[config.mk]
export PLATFORM = sky130hd
export DESIGN_NAME = ysyx_22041211_inst_sequencer_flat
export DESIGN_NICKNAME = d
export VERILOG_FILES = /design/src/rtl/ysyx_22041211_inst_sequencer_if.sv /design/src/rtl/ysyx_22041211_inst_sequencer.sv /design/src/flat_wrapper.sv
export SDC_FILE = /design/constraint.sdc
export NUM_CORES = 1
export LEC_CHECK = 0
export BUFFER_PORTS_ARGS = -buffer_cell sky130_fd_sc_hd__buf_2
export CORE_ASPECT_RATIO = 1.4
export CORE_MARGIN = 5
export CORE_UTILIZATION = 49
export CTS_CLUSTER_DIAMETER = 200
export DETAILED_ROUTE_END_ITERATION = 8
export GPL_ROUTABILITY_DRIVEN = 0
export PLACE_DENSITY = 0.93
export SETUP_SLACK_MARGIN = 0.02
export SKIP_CTS_REPAIR_TIMING = 1
export SYNTH_ARGS = -nofsm -noshare
export SYNTH_HDL_FRONTEND = slang
export SYNTH_SLANG_ARGS = --single-unit
[constraint.sdc]
create_clock -name clk -period 2.6 [get_ports clk]
set_input_delay 0.52 -clock clk [delete_from_list [all_inputs] [get_ports clk]]
set_output_delay 0.52 -clock clk [all_outputs]
set_load 0.01 [all_outputs]
[src/rtl/ysyx_22041211_inst_sequencer_if.sv]
// Bus bundle between the instruction sequencer and its surroundings:
// the fetch port, the data-memory port, the decoder's control fields and
// the regfile/CSR write strobes.
//
// Handshake rule for both memory ports: the sequencer raises *_req_o and
// holds it, with its address/direction stable, until the responder drives
// *_valid_i high for one cycle. The transfer completes on the clock edge
// where req and valid are both high. A valid seen while req is low is
// ignored.
interface ysyx_22041211_inst_sequencer_if;
  // instruction fetch port
  logic        ifu_req_o;
  logic        ifu_valid_i;
  logic [31:0] ifu_rdata_i;
  logic [31:0] pc_o;
  logic [31:0] inst_o;

  // decoder control fields
  logic        dec_wd_i;
  logic [1:0]  dec_store_type_i;
  logic [2:0]  dec_load_type_i;
  logic [2:0]  dec_branch_type_i;
  logic [31:0] dec_branch_tgt_i;
  logic        dec_jmp_flag_i;
  logic [31:0] dec_jmp_tgt_i;
  logic [1:0]  dec_csr_flag_i;
  logic        br_taken_i;

  // data memory port
  logic        lsu_req_o;
  logic        lsu_we_o;
  logic        lsu_valid_i;

  // write strobes and status
  logic        rf_we_o;
  logic        csr_we_o;
  logic        inst_done_o;
  logic        err_o;
  logic [2:0]  dbg_state_o;

  // sequencer side
  modport master (
    output ifu_req_o, pc_o, inst_o, lsu_req_o, lsu_we_o,
           rf_we_o, csr_we_o, inst_done_o, err_o, dbg_state_o,
    input  ifu_valid_i, ifu_rdata_i, lsu_valid_i,
           dec_wd_i, dec_store_type_i, dec_load_type_i, dec_branch_type_i,
           dec_branch_tgt_i, dec_jmp_flag_i, dec_jmp_tgt_i, dec_csr_flag_i,
           br_taken_i
  );

  // memory / decoder side
  modport slave (
    input  ifu_req_o, pc_o, inst_o, lsu_req_o, lsu_we_o,
           rf_we_o, csr_we_o, inst_done_o, err_o, dbg_state_o,
    output ifu_valid_i, ifu_rdata_i, lsu_valid_i,
           dec_wd_i, dec_store_type_i, dec_load_type_i, dec_branch_type_i,
           dec_branch_tgt_i, dec_jmp_flag_i, dec_jmp_tgt_i, dec_csr_flag_i,
           br_taken_i
  );
endinterface

[src/rtl/ysyx_22041211_inst_sequencer.sv]
// Multi-cycle control FSM of the NPC core. Owns the PC and the instruction
// register and walks every instruction through
// FETCH -> DECODE -> EXEC -> (MEM) -> WB, with a bounded wait on each
// memory handshake. A memory port that never answers parks the core in a
// sticky ERR state that only reset leaves.
module ysyx_22041211_inst_sequencer #(
  parameter logic [31:0] RESET_PC       = 32'h8000_0000,
  parameter int unsigned TIMEOUT_CYCLES = 1023,
  // "not this kind of instruction" codes used by the decoder
  parameter logic [1:0]  STORE_INVALID  = 2'd0,
  parameter logic [2:0]  LOAD_INVALID   = 3'd0,
  parameter logic [2:0]  BRANCH_INVALID = 3'd0,
  parameter logic [1:0]  CSR_INVALID    = 2'd0
) (
  input logic clk,
  input logic rst_n,
  ysyx_22041211_inst_sequencer_if.master bus
);

  // Wide enough to hold TIMEOUT_CYCLES itself.
  localparam int unsigned CNT_W = $clog2(TIMEOUT_CYCLES + 1);
  localparam logic [CNT_W-1:0] CNT_LIMIT = CNT_W'(TIMEOUT_CYCLES);

  typedef enum logic [2:0] {
    IDLE   = 3'd0,
    FETCH  = 3'd1,
    DECODE = 3'd2,
    EXEC   = 3'd3,
    MEM    = 3'd4,
    WB     = 3'd5,
    ERR    = 3'd6
  } state_e;

  state_e           state_q, state_d;
  logic [31:0]      pc_q, pc_d;
  logic [31:0]      inst_q, inst_d;
  logic [CNT_W-1:0] cnt_q, cnt_d;
  logic [CNT_W-1:0] cnt_inc;

  // decoded instruction class, only meaningful from EXEC through WB
  logic        is_store;
  logic        is_load;
  logic        is_mem;
  logic        br_hit;
  logic [31:0] next_pc;

  assign is_store = (bus.dec_store_type_i != STORE_INVALID);
  assign is_load  = (bus.dec_load_type_i  != LOAD_INVALID);
  assign is_mem   = is_store | is_load;
  assign br_hit   = (bus.dec_branch_type_i != BRANCH_INVALID) & bus.br_taken_i;
  assign cnt_inc  = cnt_q + CNT_W'(1);

  // Jumps win over branches; jump targets get bit 0 cleared (jalr rule).
  // The +4 wraps naturally in 32 bits.
  assign next_pc = bus.dec_jmp_flag_i ? (bus.dec_jmp_tgt_i & 32'hFFFF_FFFE) :
                   br_hit             ? bus.dec_branch_tgt_i :
                                        pc_q + 32'd4;

  // State, PC, instruction register and wait counter.
  always_ff @(posedge clk or negedge rst_n) begin
    if (!rst_n) begin
      state_q <= IDLE;
      pc_q    <= RESET_PC;
      inst_q  <= 32'd0;
      cnt_q   <= '0;
    end else begin
      state_q <= state_d;
      pc_q    <= pc_d;
      inst_q  <= inst_d;
      cnt_q   <= cnt_d;
    end
  end

  // Next-state logic and the per-state output strobes.
  always_comb begin
    state_d         = state_q;
    pc_d            = pc_q;
    inst_d          = inst_q;
    cnt_d           = cnt_q;
    bus.ifu_req_o   = 1'b0;
    bus.lsu_req_o   = 1'b0;
    bus.lsu_we_o    = 1'b0;
    bus.rf_we_o     = 1'b0;
    bus.csr_we_o    = 1'b0;
    bus.inst_done_o = 1'b0;
    bus.err_o       = 1'b0;

    unique case (state_q)
      IDLE: begin
        state_d = FETCH;
        cnt_d   = '0;
      end

      FETCH: begin
        bus.ifu_req_o = 1'b1;
        // A response on the last allowed cycle still counts.
        if (bus.ifu_valid_i) begin
          inst_d  = bus.ifu_rdata_i;
          state_d = DECODE;
        end else if (cnt_inc == CNT_LIMIT) begin
          state_d = ERR;
        end else begin
          cnt_d = cnt_inc;
        end
      end

      // Give the decoder and regfile a cycle to settle from inst_o.
      DECODE: begin
        state_d = EXEC;
      end

      EXEC: begin
        if (is_mem) begin
          state_d = MEM;
          cnt_d   = '0;
        end else begin
          state_d = WB;
        end
      end

      MEM: begin
        bus.lsu_req_o = 1'b1;
        bus.lsu_we_o  = is_store;
        if (bus.lsu_valid_i) begin
          state_d = WB;
        end else if (cnt_inc == CNT_LIMIT) begin
          state_d = ERR;
        end else begin
          cnt_d = cnt_inc;
        end
      end

      WB: begin
        bus.rf_we_o     = bus.dec_wd_i & ~is_store;
        bus.csr_we_o    = (bus.dec_csr_flag_i != CSR_INVALID);
        bus.inst_done_o = 1'b1;
        pc_d            = next_pc;
        cnt_d           = '0;
        state_d         = FETCH;
      end

      ERR: begin
        bus.err_o = 1'b1;
      end

      default: begin
        state_d = ERR;
      end
    endcase
  end

  assign bus.pc_o        = pc_q;
  assign bus.inst_o      = inst_q;
  assign bus.dbg_state_o = state_q;

endmodule
[src/flat_wrapper.sv]
// flat-port wrapper written by rule: the top's interface ports become plain ports
module ysyx_22041211_inst_sequencer_flat 
#(
  parameter logic [31:0] RESET_PC       = 32'h8000_0000,
  parameter int unsigned TIMEOUT_CYCLES = 1023,
                                                             
  parameter logic [1:0]  STORE_INVALID  = 2'd0,
  parameter logic [2:0]  LOAD_INVALID   = 3'd0,
  parameter logic [2:0]  BRANCH_INVALID = 3'd0,
  parameter logic [1:0]  CSR_INVALID    = 2'd0
)
  (clk, rst_n, bus_ifu_req_o, bus_pc_o, bus_inst_o, bus_lsu_req_o, bus_lsu_we_o, bus_rf_we_o, bus_csr_we_o, bus_inst_done_o, bus_err_o, bus_dbg_state_o, bus_ifu_valid_i, bus_ifu_rdata_i, bus_lsu_valid_i, bus_dec_wd_i, bus_dec_store_type_i, bus_dec_load_type_i, bus_dec_branch_type_i, bus_dec_branch_tgt_i, bus_dec_jmp_flag_i, bus_dec_jmp_tgt_i, bus_dec_csr_flag_i, bus_br_taken_i);
  ysyx_22041211_inst_sequencer_if bus_i ();
  input logic clk;
  input logic rst_n;
  output wire logic [$bits(bus_i.ifu_req_o)-1:0] bus_ifu_req_o;
  output wire logic [$bits(bus_i.pc_o)-1:0] bus_pc_o;
  output wire logic [$bits(bus_i.inst_o)-1:0] bus_inst_o;
  output wire logic [$bits(bus_i.lsu_req_o)-1:0] bus_lsu_req_o;
  output wire logic [$bits(bus_i.lsu_we_o)-1:0] bus_lsu_we_o;
  output wire logic [$bits(bus_i.rf_we_o)-1:0] bus_rf_we_o;
  output wire logic [$bits(bus_i.csr_we_o)-1:0] bus_csr_we_o;
  output wire logic [$bits(bus_i.inst_done_o)-1:0] bus_inst_done_o;
  output wire logic [$bits(bus_i.err_o)-1:0] bus_err_o;
  output wire logic [$bits(bus_i.dbg_state_o)-1:0] bus_dbg_state_o;
  input wire logic [$bits(bus_i.ifu_valid_i)-1:0] bus_ifu_valid_i;
  input wire logic [$bits(bus_i.ifu_rdata_i)-1:0] bus_ifu_rdata_i;
  input wire logic [$bits(bus_i.lsu_valid_i)-1:0] bus_lsu_valid_i;
  input wire logic [$bits(bus_i.dec_wd_i)-1:0] bus_dec_wd_i;
  input wire logic [$bits(bus_i.dec_store_type_i)-1:0] bus_dec_store_type_i;
  input wire logic [$bits(bus_i.dec_load_type_i)-1:0] bus_dec_load_type_i;
  input wire logic [$bits(bus_i.dec_branch_type_i)-1:0] bus_dec_branch_type_i;
  input wire logic [$bits(bus_i.dec_branch_tgt_i)-1:0] bus_dec_branch_tgt_i;
  input wire logic [$bits(bus_i.dec_jmp_flag_i)-1:0] bus_dec_jmp_flag_i;
  input wire logic [$bits(bus_i.dec_jmp_tgt_i)-1:0] bus_dec_jmp_tgt_i;
  input wire logic [$bits(bus_i.dec_csr_flag_i)-1:0] bus_dec_csr_flag_i;
  input wire logic [$bits(bus_i.br_taken_i)-1:0] bus_br_taken_i;
  assign bus_ifu_req_o = bus_i.ifu_req_o;
  assign bus_pc_o = bus_i.pc_o;
  assign bus_inst_o = bus_i.inst_o;
  assign bus_lsu_req_o = bus_i.lsu_req_o;
  assign bus_lsu_we_o = bus_i.lsu_we_o;
  assign bus_rf_we_o = bus_i.rf_we_o;
  assign bus_csr_we_o = bus_i.csr_we_o;
  assign bus_inst_done_o = bus_i.inst_done_o;
  assign bus_err_o = bus_i.err_o;
  assign bus_dbg_state_o = bus_i.dbg_state_o;
  assign bus_i.ifu_valid_i = bus_ifu_valid_i;
  assign bus_i.ifu_rdata_i = bus_ifu_rdata_i;
  assign bus_i.lsu_valid_i = bus_lsu_valid_i;
  assign bus_i.dec_wd_i = bus_dec_wd_i;
  assign bus_i.dec_store_type_i = bus_dec_store_type_i;
  assign bus_i.dec_load_type_i = bus_dec_load_type_i;
  assign bus_i.dec_branch_type_i = bus_dec_branch_type_i;
  assign bus_i.dec_branch_tgt_i = bus_dec_branch_tgt_i;
  assign bus_i.dec_jmp_flag_i = bus_dec_jmp_flag_i;
  assign bus_i.dec_jmp_tgt_i = bus_dec_jmp_tgt_i;
  assign bus_i.dec_csr_flag_i = bus_dec_csr_flag_i;
  assign bus_i.br_taken_i = bus_br_taken_i;
  ysyx_22041211_inst_sequencer #(.RESET_PC(RESET_PC), .TIMEOUT_CYCLES(TIMEOUT_CYCLES), .STORE_INVALID(STORE_INVALID), .LOAD_INVALID(LOAD_INVALID), .BRANCH_INVALID(BRANCH_INVALID), .CSR_INVALID(CSR_INVALID)) u_core (.clk(clk), .rst_n(rst_n), .bus(bus_i));
endmodule
==> impl_summary.md <==
Run status
The flow ran to the end, and the final reports show no timing, DRC or antenna violations.

Critical path
The critical path starts at u_core.cnt_q[2]$_DFFE_PN0P_. The worst setup path is captured at a flop. The number of cells on the worst reg-to-reg path is 6. The element type at the critical path start is a flop. The startpoint of the worst register-to-register path is u_core.cnt_q[2]$_DFFE_PN0P_. By startpoint and endpoint, the worst setup path is classified as flop to flop. The highest fanout seen on the critical path is 11. The worst setup slack for register-to-register paths is ~0.23 ns. Data on the critical path arrives at its endpoint at 2.58 ns.

On the worst path, the slowest cell contributes a delay of about 0.46 ns. The required arrival time at the worst endpoint is around 2.8 ns. The combined buffer and inverter count along the critical path is 0. The worst register-to-register path ends at u_core.cnt_q[5]$_DFFE_PN0P_. The standard cell with the maximum stage delay on the critical path is dfrtp_1. Grouping stages by cell kind, the critical path spends the most delay in simple AND/OR/NAND/NOR gates.

The critical path goes through nand3_1 -> nor3_1 -> o211ai_2 -> nor4_4 -> or2_1 -> o41ai_2.

Synth
After synthesis the cells add up to ~0.0046 mm². The mean cell area of the mapped netlist is about 9 µm². Summed over its instances, the top area cell type makes up between 40% and 50% of the synthesized netlist area. The synthesized design contains 0 enable-type register cells. After synthesis, the cell types taking the most area are dfrtp_1, mux2_2, a21oi_1. In this run, synthesis produced a sequential element count of 77. The library cell occupying the most area in the post-synthesis netlist is dfrtp_1. Sorting the synthesized cells by how often they occur yields dfrtp_1, nand2_1, nor2_1, a21oi_1, o21ai_0. Counting every instance in the synthesized netlist gives 507.

Yosys instantiated no cell more often than dfrtp_1. The number of distinct library cells after synthesis is 69. The commonest register cell after synthesis is dfrtp_1. The warning count from the yosys run is 0.

Counting flops with an async set or reset pin after synthesis yields a share of 100%. The fraction of the yosys area taken by sequential cells is 42.1%. The net count of the mapped netlist is ~620.

Pwr
The analysis attributes to cell leakage a power of between 2 and 3 nW. The worst vdd rail ir drop is approximately 0.34 mV. The total power consumption of the routed design is 0.00296 W. The power density relative to cell area is slightly below 500 mW/mm².

Finish
The area growth from synthesis to layout is 30.5%. The share of the core filled with cells is between 60% and 70%. Cells with a size suffix above 1 make up between 30% and 40% of the layout. After filler insertion, the fill cell instance count of the layout stands at 717. The total inserted antenna cells is 0. The final layout contains 801 nets. The area taken by multi-input logic gates is approximately 0.0025 mm².

The area occupied by registers is 0.00193 mm².

Floorplan
The top-level port count is approximately 190. Measured along the x axis, the die boundary spans 91.8 µm. The initial utilization of the core area, before any placement, comes to about 50%.

The die covers roughly 0.011 mm². In this run the vertical extent of the chip is roughly 120 µm. The initialized floorplan defines around 40 standard-cell rows.

The area of the core region is 0.00908 mm².

Min path
The worst hold path class is input pin to asynchronous set/reset pin.

STA
The number of slew-limit violations in the final report is 0. The smallest clock period supported by the final layout is computed as between 2 and 2.5 ns. For the pin with the worst max-slew slack, the measured transition is a little under 1 ns. The worst relative slew slack is between 30 and 40%. Setup violations remaining at the end of the flow were counted as 0. The maximum frequency from static timing analysis is between 400 and 500 MHz. Once routing completed, OpenROAD measured the worst setup slack at between 0.2 and 0.25 ns. Setup repair after global routing left no endpoint under its margin. After layout, the worst path uses between 90% and 100% of the clock period. After routing, the total negative slack on setup checks comes to 0 ns. On the final layout, the worst clock skew is ~0.0067 ns. The final hold violation count is 0.

Clocking
Clock latency on the worst-skew pair, taken at its later pin, is between 0.3 and 0.4 ns. The root buffer cell chosen for the clock tree is clkbuf_16. The longest clock path from root to sink contains 2 buffers.

The CTS tree is built. After clock tree synthesis, the clock-pin slew on the worst setup and hold paths is 0.06 ns. The clock sink count is 77.

In this run the number of H-tree levels came out at 3. Counting the buffers created by CTS gives 9.

Placement
Buffers placed on the I/O ports in this run total between 150 and 200. The sum of net half-perimeters after detailed placement is around 10,000 µm. Timing analysis after detailed placement gives a worst setup slack of 0.285 ns.

Global route
The first-pass GRT wire length is around 22,000 µm. The via count of the first global-routing pass is approximately 4,700. The total global routing overflow is 0. The largest net degree at the start of global routing is slightly below 80. In the global route stage, overall resource usage came out at about a quarter. The initial antenna violation count is 0.

Run
The number of max-capacitance violations reported is 0.

Detailed routing
In the final routed layout, each cell accounts on average for 16.7 µm. The sum of routed wire length over all layers is between 10,000 and 15,000 µm. The remaining design rule violation count is 0.

The total number of vias is around 4,700. The post-detailed-route count of antenna-violating nets is 0. The via density per instance is slightly below 6. The number of violations reported at the end of detailed-routing iteration 0 is approximately 240.

Before antenna repair, the detailed router went through 5 iterations.
-- sequential cells by signal, indices dropped and copies added (netlist names) --
| signal | flops |
|---|---|
| u_core.bus.dbg_state_o | 3 |
| u_core.bus.pc_o | 32 |
| u_core.bus.inst_o | 32 |
| u_core.cnt_q | 10 |
-- placed cells by master, fill, tap and decap left out, types with 3 or more instances in the layout --
cell type  instances
buf_2            184
dfrtp_1           76
nand2_1           52
nor2_1            51
a21oi_1           44
o21ai_0           44
mux2_2            35
buf_4             16
nand3_1           14
nor3_1            12
a211oi_1          11
inv_1             10
and3_1            10
a31oi_1            9
clkbuf_16          9
xor2_1             7
nor2b_1            6
nand4_1            6
a221oi_1           5
nand2b_1           5
xnor2_1            4
nor3b_1            3
a211o_1            3
o211ai_1           3
a41oi_1            3
ha_1               3
bufinv_16          3
-- metrics by stage --
| stage | area [µm²] | std cells | hold slack [ns] |
|---|---|---|---|
| 6_report | 5980 | 797 | 0.346 |
| 5_1_grt | 5980 | 797 | 0.404 |
| 4_1_cts | 5980 | 797 | 0.383 |
| 3_5_place_dp | 5630 | 781 | 0.490 |
| 3_3_place_gp | 5630 | 781 | 0.483 |
| 2_1_floorplan | 4580 | 507 | 0.224 |
-- cell families (layout without fill, tap and decap cells) --
logic type / after synthesis / after routing / synth area share (%)
AO/OA/AOI/OAI: 158 / 158 / 22.4
XOR/XNOR: 11 / 11 / 2.10
adder cells (fa/ha/maj): 3 / 3 / 0.819
buffers and inverters: 43 / 226 / 3.88
flip-flops: 77 / 77 / 42.1
multiplexers: 37 / 37 / 9.03
AND/OR/NAND/NOR: 178 / 178 / 19.7
-- cell type report --
cell class	instances	share of cell area, %
Sequential cell	77	32.2
Clock buffer	9	3.77
Inverter	10	0.628
Tap cell	107	2.24
Clock inverter	7	2.05
Multi-Input combinational cell	387	41.7
Timing Repair Buffer	200	17.4
-- worst max-delay path by stage --
| stage | endpoint | slack (ns) | cells after the start |
|---|---|---|---|
| floorplan | bus_rf_we_o | 0.64 | 5 |
| global placement | u_core.cnt_q[0]$_DFFE_PN0P_ | 0.39 | 6 |
| detailed placement | u_core.cnt_q[8]$_DFFE_PN0P_ | 0.28 | 6 |
| CTS | bus_csr_we_o | 0.24 | 5 |
| global route | u_core.cnt_q[8]$_DFFE_PN0P_ | 0.04 | 6 |
| finish | u_core.cnt_q[5]$_DFFE_PN0P_ | 0.23 | 6 |
-- power breakdown --
part | total [W] | switching (W) | internal [W]
combinational | 0.000275 | 0.000151 | 0.000124
sequential | 0.00124 | 0.0000227 | 0.00121
clock | 0.00145 | 0.000504 | 0.000942
-- routing by layer --
metal / wire length (µm) / track usage, % / share of wire, % / vias to the layer above
met5: 0 / 0 / 0 / -
met4: 269 / 8.75 / 2.0 / 0
met3: 1070 / 5.08 / 8.1 / 24
met2: 6990 / 41.3 / 52 / 195
met1: 5000 / 27.4 / 38 / 2232
li1: - / - / - / 2212
Power figures use the tool's default switching activity.
